==> src/rtl/serial_frame_parity.sv <==
// Serial-to-parallel framer: packs FRAME_LEN serial bits (first bit in MSB),
// emits the frame with even/odd parity and a one-cycle valid, and counts frames.
module serial_frame_parity #(
  parameter int FRAME_LEN = 3,
  parameter bit ODD       = 1'b0,
  parameter int CNT_W     = 8,
  localparam int IDX_W    = $clog2(FRAME_LEN)
) (
  input  logic                 clk,
  input  logic                 rst_n,
  input  logic                 dat,
  input  logic                 dat_en,
  input  logic                 sync,
  output logic [FRAME_LEN-1:0] frame_out,
  output logic                 par_out,
  output logic                 out_vld,
  output logic [IDX_W-1:0]     bit_idx,
  output logic [CNT_W-1:0]     frame_cnt
);

  localparam logic [IDX_W-1:0] LAST_IDX = IDX_W'(FRAME_LEN - 1);

  // Only the FRAME_LEN-1 most recent bits are stored; the incoming bit
  // completes the word in sh_next.
  logic [FRAME_LEN-2:0] sh;
  logic                 acc;
  logic [FRAME_LEN-1:0] sh_next;

  assign sh_next = {sh, dat};

  always_ff @(posedge clk) begin
    if (!rst_n) begin
      sh        <= '0;
      acc       <= 1'b0;
      bit_idx   <= '0;
      frame_out <= '0;
      par_out   <= 1'b0;
      out_vld   <= 1'b0;
      frame_cnt <= '0;
    end else begin
      out_vld <= 1'b0;
      if (sync) begin
        // A bit accepted with sync starts a new frame and never completes one.
        if (dat_en) begin
          sh      <= sh_next[FRAME_LEN-2:0];
          acc     <= dat;
          bit_idx <= IDX_W'(1);
        end else begin
          acc     <= 1'b0;
          bit_idx <= '0;
        end
      end else if (dat_en) begin
        sh <= sh_next[FRAME_LEN-2:0];
        if (bit_idx == LAST_IDX) begin
          frame_out <= sh_next;
          par_out   <= acc ^ dat ^ ODD;
          out_vld   <= 1'b1;
          frame_cnt <= frame_cnt + CNT_W'(1);
          bit_idx   <= '0;
          acc       <= 1'b0;
        end else begin
          acc     <= acc ^ dat;
          bit_idx <= bit_idx + IDX_W'(1);
        end
      end
    end
  end

endmodule

==> config.mk <==
export PLATFORM = sky130hd
export DESIGN_NAME = serial_frame_parity
export DESIGN_NICKNAME = d
export VERILOG_FILES = /design/src/rtl/serial_frame_parity.sv
export SDC_FILE = /design/constraint.sdc
export NUM_CORES = 1
export LEC_CHECK = 0
export ABC_AREA = 0
export CAP_MARGIN = 30
export CORE_MARGIN = 2
export CORE_UTILIZATION = 49
export DETAILED_ROUTE_END_ITERATION = 10
export MAX_ROUTING_LAYER = met4
export PLACE_DENSITY_LB_ADDON = 0.12
export SYNTH_ARGS = -nofsm -noshare
export SYNTH_HDL_FRONTEND = slang
export SYNTH_SLANG_ARGS = --single-unit
==> constraint.sdc <==
create_clock -name clk -period 3.3 [get_ports clk]
set_clock_uncertainty 0.1 [all_clocks]
set_input_delay 0.495 -clock clk [delete_from_list [all_inputs] [get_ports clk]]
set_output_delay 0.495 -clock clk [all_outputs]
set_load 0.05 [all_outputs]
==> impl_metrics.tcl <==
set metrics [dict create \
    critPathMaxFanout 17 \
    design_power_total_uw 384 \
    p_per_area_nw_per_um2 394 \
    synth_top_area_share_pct 48.4 \
    ctsResizeCount 0 \
    row_count 14 \
    drt_wl_total_mm 1.35 \
    final_cells 120 \
    io-pin-count 20 \
    whs_ns 0.364 \
    maxSlewHeadroom_pct 57.0 \
    async_flop_share_pct 0 \
    placement.io_buffers 19 \
    period_minus_slack_ns 2.32 \
    drive_gt1_share_pct 6.73 \
    critical_path_class "in -> reg" \
    clkLatencyLatePin_ns 0.28 \
    setup_violations 0 \
    dp_cells 116 \
    first_pass_iters 4 \
    track_usage_pct 16.4 \
    maxCapViolCount 0 \
    htreeDepth 1 \
    dieArea_sq_um 1850 \
    core_area_sq_um 1470 \
    synthDistinctLibCells 28 \
    hold_path_class "reg -> reg" \
    ys_seq_area_share_pct 48.4 \
    p_leak_nw 0.314 \
    synth_ff_type "dfxtp_1" \
    fillers 141 \
    yosysWarnings 0 \
    synth_area_sq_um 744 \
    postLayoutCoreUtil_pct 66.2 \
    cts_setup_buffers 0 \
    finalMaxSlewViolations 0 \
    antenna_found_initial 0 \
    worst_setup_path_start_kind "primary input" \
    setup_tns_ns 0 \
    via_per_inst 5.49 \
    cts_sinks 18 \
    synth_seq_cells 18 \
    gr-total-overflow 0 \
    synthMostInstantiatedCell "dfxtp_1" \
    ant_nets 0 \
    synth_edf_count 0 \
    dr.first_iter.drc_count 20 \
    rsz0062_at_grt "no" \
    antennaDiodeCount 0 \
    hpwlAfterDp_microns 999 \
    grt_pass1_wl_mm 2.26 \
    netlist_instances 85 \
    seqCellArea_sq_um 360 \
    synth.area.top_cells "dfxtp_1 (48%), a21oi_1 (7.4%), nand2_1 (6.1%)" \
    synth_common_cells "dfxtp_1 (18), nand2_1 (12), a21oi_1 (11), nor2_1 (5), o21ai_0 (4)" \
    area_growth_pct 30.8 \
    hold_viol 0 \
    ir_drop_v 0.000227 \
    status "finished clean" \
    nNetsFinal 111 \
    endpoint_kind "register" \
    cp_data_required_time_ns 3.41 \
    clockBufferDepth 2 \
    cts_tree "done" \
    wl_per_cell_microns 11.2 \
    cts-root-buf "clkbuf_4" \
    initial_core_util_pct 50.6 \
    place.gp.congestion 0.732 \
    max_freq_mhz 430 \
    dieWidth_microns 43.0 \
    ctsHoldBuffers 0 \
    avgSynthCellArea_sq_um 8.76 \
    finalCritPeriodShare_pct 70.4 \
    vias 659 \
    multiInputGateArea_sq_um 352 \
    worst_pin_slew_ns 0.636 \
    synth_top_area_cell "dfxtp_1" \
    die_h_microns 43.0 \
    grt_start_max_net_pins 18 \
    syn-num-nets 91 \
    arrival_ns 2.43 \
    drc 0 \
    first_global_vias 541 \
    numCtsBuffers 3 \
    path_clk_slew_ns 0.10 \
]
[worst max-delay path: stages]
cell             delay, ns
clkdlybuf4s50_1       0.61
nand4bb_1             0.51
or4_1                 0.66
a21oi_1               0.15
[power by group]
group	total [mW]	switching, mW	internal (mW)
Sequential	0.223	0.00296	0.220
Combinational	0.0269	0.0146	0.0124
Clock	0.133	0.0663	0.0671
[final cells by class]
class,count,share of cell area (%)
Sequential cell,18,37.0
Inverter,2,0.771
Timing Repair Buffer,20,20.3
Tap cell,16,2.06
Clock buffer,4,3.73
Multi-Input combinational cell,60,36.1
[sequential cells by signal, summed over array words and instances (netlist names)]
signal,count
sh,2
frame_cnt,8
frame_out,3
bit_idx,2
par_out,1
out_vld,1
acc,1
[cells in the final DEF (no fill, tap or decap), types with 2 or more instances in the layout]
| master | netlist | layout |
|---|---|---|
| nand2b_1 | 2 | 2 |
| a21oi_1 | 11 | 11 |
| clkdlybuf4s50_1 | 0 | 19 |
| nand2_1 | 12 | 12 |
| nor3_1 | 2 | 2 |
| or3_1 | 3 | 3 |
| o21ai_0 | 4 | 4 |
| o31ai_1 | 2 | 2 |
| nor2_1 | 5 | 5 |
| xnor2_1 | 3 | 3 |
| dfxtp_1 | 18 | 18 |
| clkbuf_4 | 0 | 3 |
| nand3_1 | 3 | 3 |
| or4_1 | 2 | 2 |
[logic make-up after synthesis]
| logic type | count (synthesis) | share of synthesized area (%) |
|---|---|---|
| adders and majority gates | 1 | 1.68 |
| DFF | 18 | 48.4 |
| muxes | 2 | 2.86 |
| xor gates and xnor gates | 3 | 3.53 |
| buffers and inverters | 7 | 4.37 |
| AOI/OAI and AO/OA | 20 | 15.3 |
| and+or+nand+nor | 34 | 23.9 |
[worst paths after layout]
path	startpoint	to	slack, ns	cells past startpoint
max	dat_en	frame_cnt[5]	0.98	4
min	frame_out[2]	frame_out[2]	0.36	2
max reg2reg	bit_idx[0]	frame_cnt[5]	1.39	3
min reg2reg	frame_out[2]	frame_out[2]	0.36	2
[per-stage QoR]
step / setup WS [ns] / area, sq um
floorplan: 1.55 / 744
global placement: 0.735 / 937
detailed placement: 0.654 / 937
CTS: 0.963 / 973
global route: 0.816 / 973
finish: 0.977 / 973
[per-layer routing]
layer | share of wire, % | GRT usage, %
met1 | 48 | 20.3
met2 | 46 | 26.1
met3 | 5.5 | 2.98
met4 | 0.67 | 7.27
met5 | 0 | -
No activity file was read; power rests on OpenSTA's default activity.
==> variant 1, RTL diff (config.mk and constraints unchanged) <==
Set the parameter `FRAME_LEN` to 5 (it was 3).
--- a/src/rtl/serial_frame_parity.sv
+++ b/src/rtl/serial_frame_parity.sv
@@ -1,7 +1,7 @@
 // Serial-to-parallel framer: packs FRAME_LEN serial bits (first bit in MSB),
 // emits the frame with even/odd parity and a one-cycle valid, and counts frames.
 module serial_frame_parity #(
-  parameter int FRAME_LEN = 3,
+  parameter int FRAME_LEN = 5,
   parameter bit ODD       = 1'b0,
   parameter int CNT_W     = 8,
   localparam int IDX_W    = $clog2(FRAME_LEN)
Ports: changed (resized bit_idx and frame_out); port bits go from 20 to 23. The function was not compared with the original's and may differ.
==> variant 1 against the original RTL <==
Sequential power grew 27%. Non-clock buffer count grew 3. Cell area grew 27%. Worst setup slack gained 21 ps. Sequential cell count grew 5. Total power grew 16%. Clock power shrank 5%. Synthesized area grew 30%. Routed wire length grew 35%.
==> variant 1: results (changes against the original RTL) <==
* Share of post-route cells with drive strength above 1 at 3.76% (-3.0 points)
* Drt first-iter violations at 5 (-75%)
* Net count reported at finish at 142 (+28%)
* Count of buffers added by post-CTS timing repair for setup at 0 (unchanged)
* Dominant cells by area after synthesis: dfxtp_1 (47%), a21oi_1 (8.8%), mux2i_1 (6.2%), nand2_1 (6.2%), ha_1 (3.9%)
* Number of global-route vias before repair at 732 (+35%)
* Cells resized by post-CTS repair at 0 (unchanged)
* Post-placement worst setup slack at 981 ps (+327 ps)
* Largest stage delay on the critical path at 870 ps (+210 ps)
* Async set-reset flop share out of synthesis at 0% (unchanged)
* Type of the most critical hold path: flip-flop to flip-flop
* Clk_lat worst skew at 310 ps (+30 ps)
* Clock root cell: clkbuf_4
* Sequential fraction of the synthesis area at 47.4% (-0.98 points)
* Number of diodes added for antenna fixing at 0 (unchanged)
* Critical path's top delay family: buffers and inverters
* Initial antenna violation count at 0 (unchanged)
* Max Buffers Root-to-Sink at 2 (unchanged)
* Count of yosys warnings during synthesis at 0 (unchanged)
* Post-DP HPWL at 1300 um (+30%)
* Number of fill cells at 188 (+33%)
* Library cells used by synthesis at 24 (-14%)
* Crit-path slowest cell: clkdlybuf4s50_1
* Wire length of the first global-routing pass at 3060 um (+35%)
* H-tree depth at 1 (unchanged)
* RD Place Congestion at 0.736 (+0.59%)
* Cts bufs inserted at 3 (unchanged)
* Clk slew on worst S/H paths at 120 ps (+20 ps)
* Syn_nets at 119 (+31%)
* Outcome: complete, no violations
* Standby leakage power at 0.000445 uW (+42%)
* Predominant post-synthesis flop cell: dfxtp_1
* Mean number of vias per cell at 5.24 (-4.6%)
* Biggest registers after layout: frame_cnt (8), frame_out (5), sh (4)
* Arrival time of data at the critical path endpoint at 1710 ps (-720 ps)
* Biggest fanout along the worst timing path at 8 (-9)
* Commonest cells in the netlist: dfxtp_1 (23), a21oi_1 (17), nand2_1 (16), nor2_1 (8)
* Detailed Routing Iterations Pass 1 at 4 (unchanged)
* Worst max-slew margin expressed relative to the limit at 59.2% (+2.2 points)
* Largest net degree at the start of global routing at 21 (+3)
* Count of buffers inserted at the top-level ports at 22 (+3)
* VDD IR max at 0.254 mV (+12%)
* Post-detailed-routing wire length at 1820 um (+35%)
* Overall track demand over capacity in global routing at 16.5% (+0.082 points)
## variant 1: path summary, 6_finish.rpt
| kind | from | endpoint | slack [ps] | cells past startpoint |
|---|---|---|---|---|
| setup / recovery | bit_idx[2] | bit_idx[2] | 1000 | 1 |
| hold reg to reg | frame_out[4] | frame_out[4] | 360 | 2 |
| setup reg to reg | bit_idx[0] | frame_cnt[6] | 1410 | 5 |
| hold / removal | frame_out[4] | frame_out[4] | 360 | 2 |
## variant 1: layout make-up
class,count,share of cell area (%)
repair buffers,23,18.4
well taps,27,2.73
clock buffers,4,2.12
inverters,5,1.52
multi-input cells,78,38.1
flip-flops and latches,23,37.2
## variant 1: routing by layer
metal  global-route usage (%)  routed length, um
met4                     5.71                 29
met1                     20.2                853
met5                        -                  0
met2                     27.5                885
met3                     2.78                 47
## variant 1: power by group
group	leakage, uW	switching (uW)	total (uW)	internal (uW)
sequential	0.000186	2.80	284	281
clock	0.0000150	79.3	126	47.2
combinational	0.000245	20.1	34.8	14.7
total	0.000445	102	445	343
## variant 1: per-stage QoR
step           instances  hold slack (ps)  instance area, um^2
6_report             160              363                 1240
4_1_cts              160              363                 1240
5_1_grt              160              402                 1240
3_3_place_gp         156              349                 1210
2_1_floorplan        111              331                  971
3_5_place_dp         156              346                 1210
## variant 1: logic make-up (layout without fill, tap and decap cells)
| kind of cell | Yosys count | after routing | synth area share (%) |
|---|---|---|---|
| xor gates and xnor gates | 2 | 2 | 1.80 |
| adders and majority gates | 3 | 3 | 3.87 |
| AOI/OAI and AO/OA | 27 | 27 | 14.9 |
| and+or+nand+nor | 40 | 40 | 21.8 |
| buffers and inverters | 10 | 32 | 3.99 |
| muxes | 6 | 6 | 6.19 |
| DFF | 23 | 23 | 47.4 |
==> variant 2, RTL diff (config.mk and constraints unchanged) <==
Made on the original files. Register the output `frame_cnt` once more; this adds one clock of latency there. The other outputs are not delayed to match.
--- a/src/rtl/serial_frame_parity.sv
+++ b/src/rtl/serial_frame_parity.sv
@@ -20,6 +20,8 @@
 
   localparam logic [IDX_W-1:0] LAST_IDX = IDX_W'(FRAME_LEN - 1);
 
+  logic [CNT_W-1:0] frame_cnt_s0;
+
   // Only the FRAME_LEN-1 most recent bits are stored; the incoming bit
   // completes the word in sh_next.
   logic [FRAME_LEN-2:0] sh;
@@ -36,7 +38,7 @@
       frame_out <= '0;
       par_out   <= 1'b0;
       out_vld   <= 1'b0;
-      frame_cnt <= '0;
+      frame_cnt_s0 <= '0;
     end else begin
       out_vld <= 1'b0;
       if (sync) begin
@@ -55,7 +57,7 @@
           frame_out <= sh_next;
           par_out   <= acc ^ dat ^ ODD;
           out_vld   <= 1'b1;
-          frame_cnt <= frame_cnt + CNT_W'(1);
+          frame_cnt_s0 <= frame_cnt_s0 + CNT_W'(1);
           bit_idx   <= '0;
           acc       <= 1'b0;
         end else begin
@@ -66,5 +68,9 @@
     end
   end
 
+  always_ff @(posedge clk) begin
+    frame_cnt <= frame_cnt_s0;
+  end
+
 endmodule
 
Behaviour: not the same (Yosys sat finds a counterexample within 4 cycles, from zero or initial values and one cycle with rst_n low).
==> variant 2 against the original RTL <==
Cell area rose by 20%. Worst setup slack better by 88 ps. Core utilization increased by 0.58 points. Routed wire length is 10% higher. Critical path depth is 3 lower. Synthesized area increased by 24%. Via count increased by 2.4%. Sequential cell count is 8 higher. Total power rose by 31%. Critical path type is now flip-flop to output port. Largest cell class unchanged.
==> variant 2: results (changes against the original RTL) <==
* Largest stage delay on the critical path at 850 ps (+190 ps)
* Number of global-route vias before repair at 586 (+8.3%)
* Critical path's top delay family: buffers and inverters
* Type of the most critical hold path: flip-flop to flip-flop
* Overall track demand over capacity in global routing at 16.1% (-0.31 points)
* Post-detailed-routing wire length at 1490 um (+10%)
* Clk_lat worst skew at 310 ps (+30 ps)
* Share of cell area taken by muxes after synthesis at 3.27% (+0.41 points)
* Post-Synth Adder-Cell Area at 1.36% (-0.32 points)
* Post-synthesis xor/xnor area fraction at 2.86% (-0.67 points)
* Slew of the pin with the lowest slew margin at 527 ps (-109 ps)
* Async set-reset flop share out of synthesis at 0% (unchanged)
* Clk slew on worst S/H paths at 130 ps (+30 ps)
* Detailed Routing Iterations Pass 1 at 3 (-1)
* Initial antenna violation count at 0 (unchanged)
* Final worst-path cycle share at 67.7% (-2.7 points)
* Cts bufs inserted at 3 (unchanged)
* Post-DP HPWL at 1080 um (+8.4%)
* Post-placement worst setup slack at 890 ps (+236 ps)
* Reg-to-reg setup timing slack at 1700 ps (+310 ps)
* Standby leakage power at 0.000389 uW (+24%)
* Biggest registers after layout: frame_cnt (8), frame_cnt_s0 (8), frame_out (3)
* H-tree depth at 1 (unchanged)
* Syn_nets at 99 (+8.8%)
* Count of yosys warnings during synthesis at 0 (unchanged)
* RD Place Congestion at 0.678 (-7.4%)
* Commonest cells in the netlist: dfxtp_1 (26), a21oi_1 (11), nand2_1 (11), nor2_1 (5), o21ai_0 (4)
* VDD IR max at 0.242 mV (+6.8%)
* Biggest fanout along the worst timing path at 6 (-11)
* Largest net degree at the start of global routing at 18 (unchanged)
* Wire length of the first global-routing pass at 2410 um (+6.7%)
* Dominant cells by area after synthesis: dfxtp_1 (57%), a21oi_1 (6.0%), nand2_1 (4.5%), mux2i_1 (3.3%), nand4bb_4 (3.0%)
* Library cells used by synthesis at 26 (-7.1%)
* Number of diodes added for antenna fixing at 0 (unchanged)
* Net count reported at finish at 120 (+8.1%)
* Sequential fraction of the synthesis area at 56.6% (+8.2 points)
* Predominant post-synthesis flop cell: dfxtp_1
* Compound-cell area share of the yosys netlist at 10.6% (-4.7 points)
* Mean number of vias per cell at 4.89 (-11%)
* Clock network power share at 30.6% (-4.2 points)
* Drt first-iter violations at 1 (-95%)
* Cell internal pwr at 398 uW (+33%)
* Count of buffers added by post-CTS timing repair for setup at 0 (unchanged)
* Clock root cell: clkbuf_4
* Flop pwr share at 63.5% (+5.3 points)
* Cells resized by post-CTS repair at 0 (unchanged)
* Crit-path slowest cell: clkdlybuf4s50_1
* Max Buffers Root-to-Sink at 2 (unchanged)
* Count of buffers inserted at the top-level ports at 19 (unchanged)
* Share of post-route cells with drive strength above 1 at 6.19% (-0.54 points)
* Outcome: complete, no violations
variant 2: per-layer routing:
layer / global-route usage (%) / vias up / wire length [um]
met4: 8.33 / 0 / 17
met3: 3.46 / 2 / 59
li1: - / 356 / -
met1: 18.2 / 305 / 680
met2: 26.2 / 12 / 728
met5: - / - / 0
variant 2: logic make-up (layout without fill, tap and decap cells):
| logic type | Yosys count | in the layout |
|---|---|---|
| AND/OR/NAND/NOR | 34 | 34 |
| buffers and inverters | 8 | 28 |
| adder cells (fa/ha/maj) | 1 | 1 |
| AO/OA/AOI/OAI | 18 | 18 |
| XOR/XNOR | 3 | 3 |
| multiplexers | 3 | 3 |
| flip-flops | 26 | 26 |
variant 2: worst paths after layout:
path	start	to	cells past startpoint
max reg2reg	bit_idx[1]	frame_cnt_s0[6]	3
min	frame_cnt_s0[7]	frame_cnt[7]	0
max	bit_idx[1]	bit_idx[1]	1
min reg2reg	frame_cnt_s0[7]	frame_cnt[7]	0
variant 2: cell type report:
type / instances / area (um^2)
fill: 152 / 581
sequential: 26 / 520
multi-input combinational: 59 / 364
timing repair buffer: 20 / 198
clock buffer: 4 / 36.3
tap: 25 / 31.3
inverter: 4 / 15.0
variant 2: metrics by stage:
| stage | utilization [%] | hold slack (ps) | total power [uW] | area (um^2) | instances |
|---|---|---|---|---|---|
| global placement | 64.7 | 253 | 356 | 1130 | 134 |
| finish | 66.7 | 276 | 504 | 1160 | 138 |
| CTS | 66.7 | 279 | 509 | 1160 | 138 |
| global route | 66.7 | 285 | 522 | 1160 | 138 |
| floorplan | - | 243 | 346 | 920 | 93 |
| detailed placement | 64.7 | 261 | 357 | 1130 | 134 |
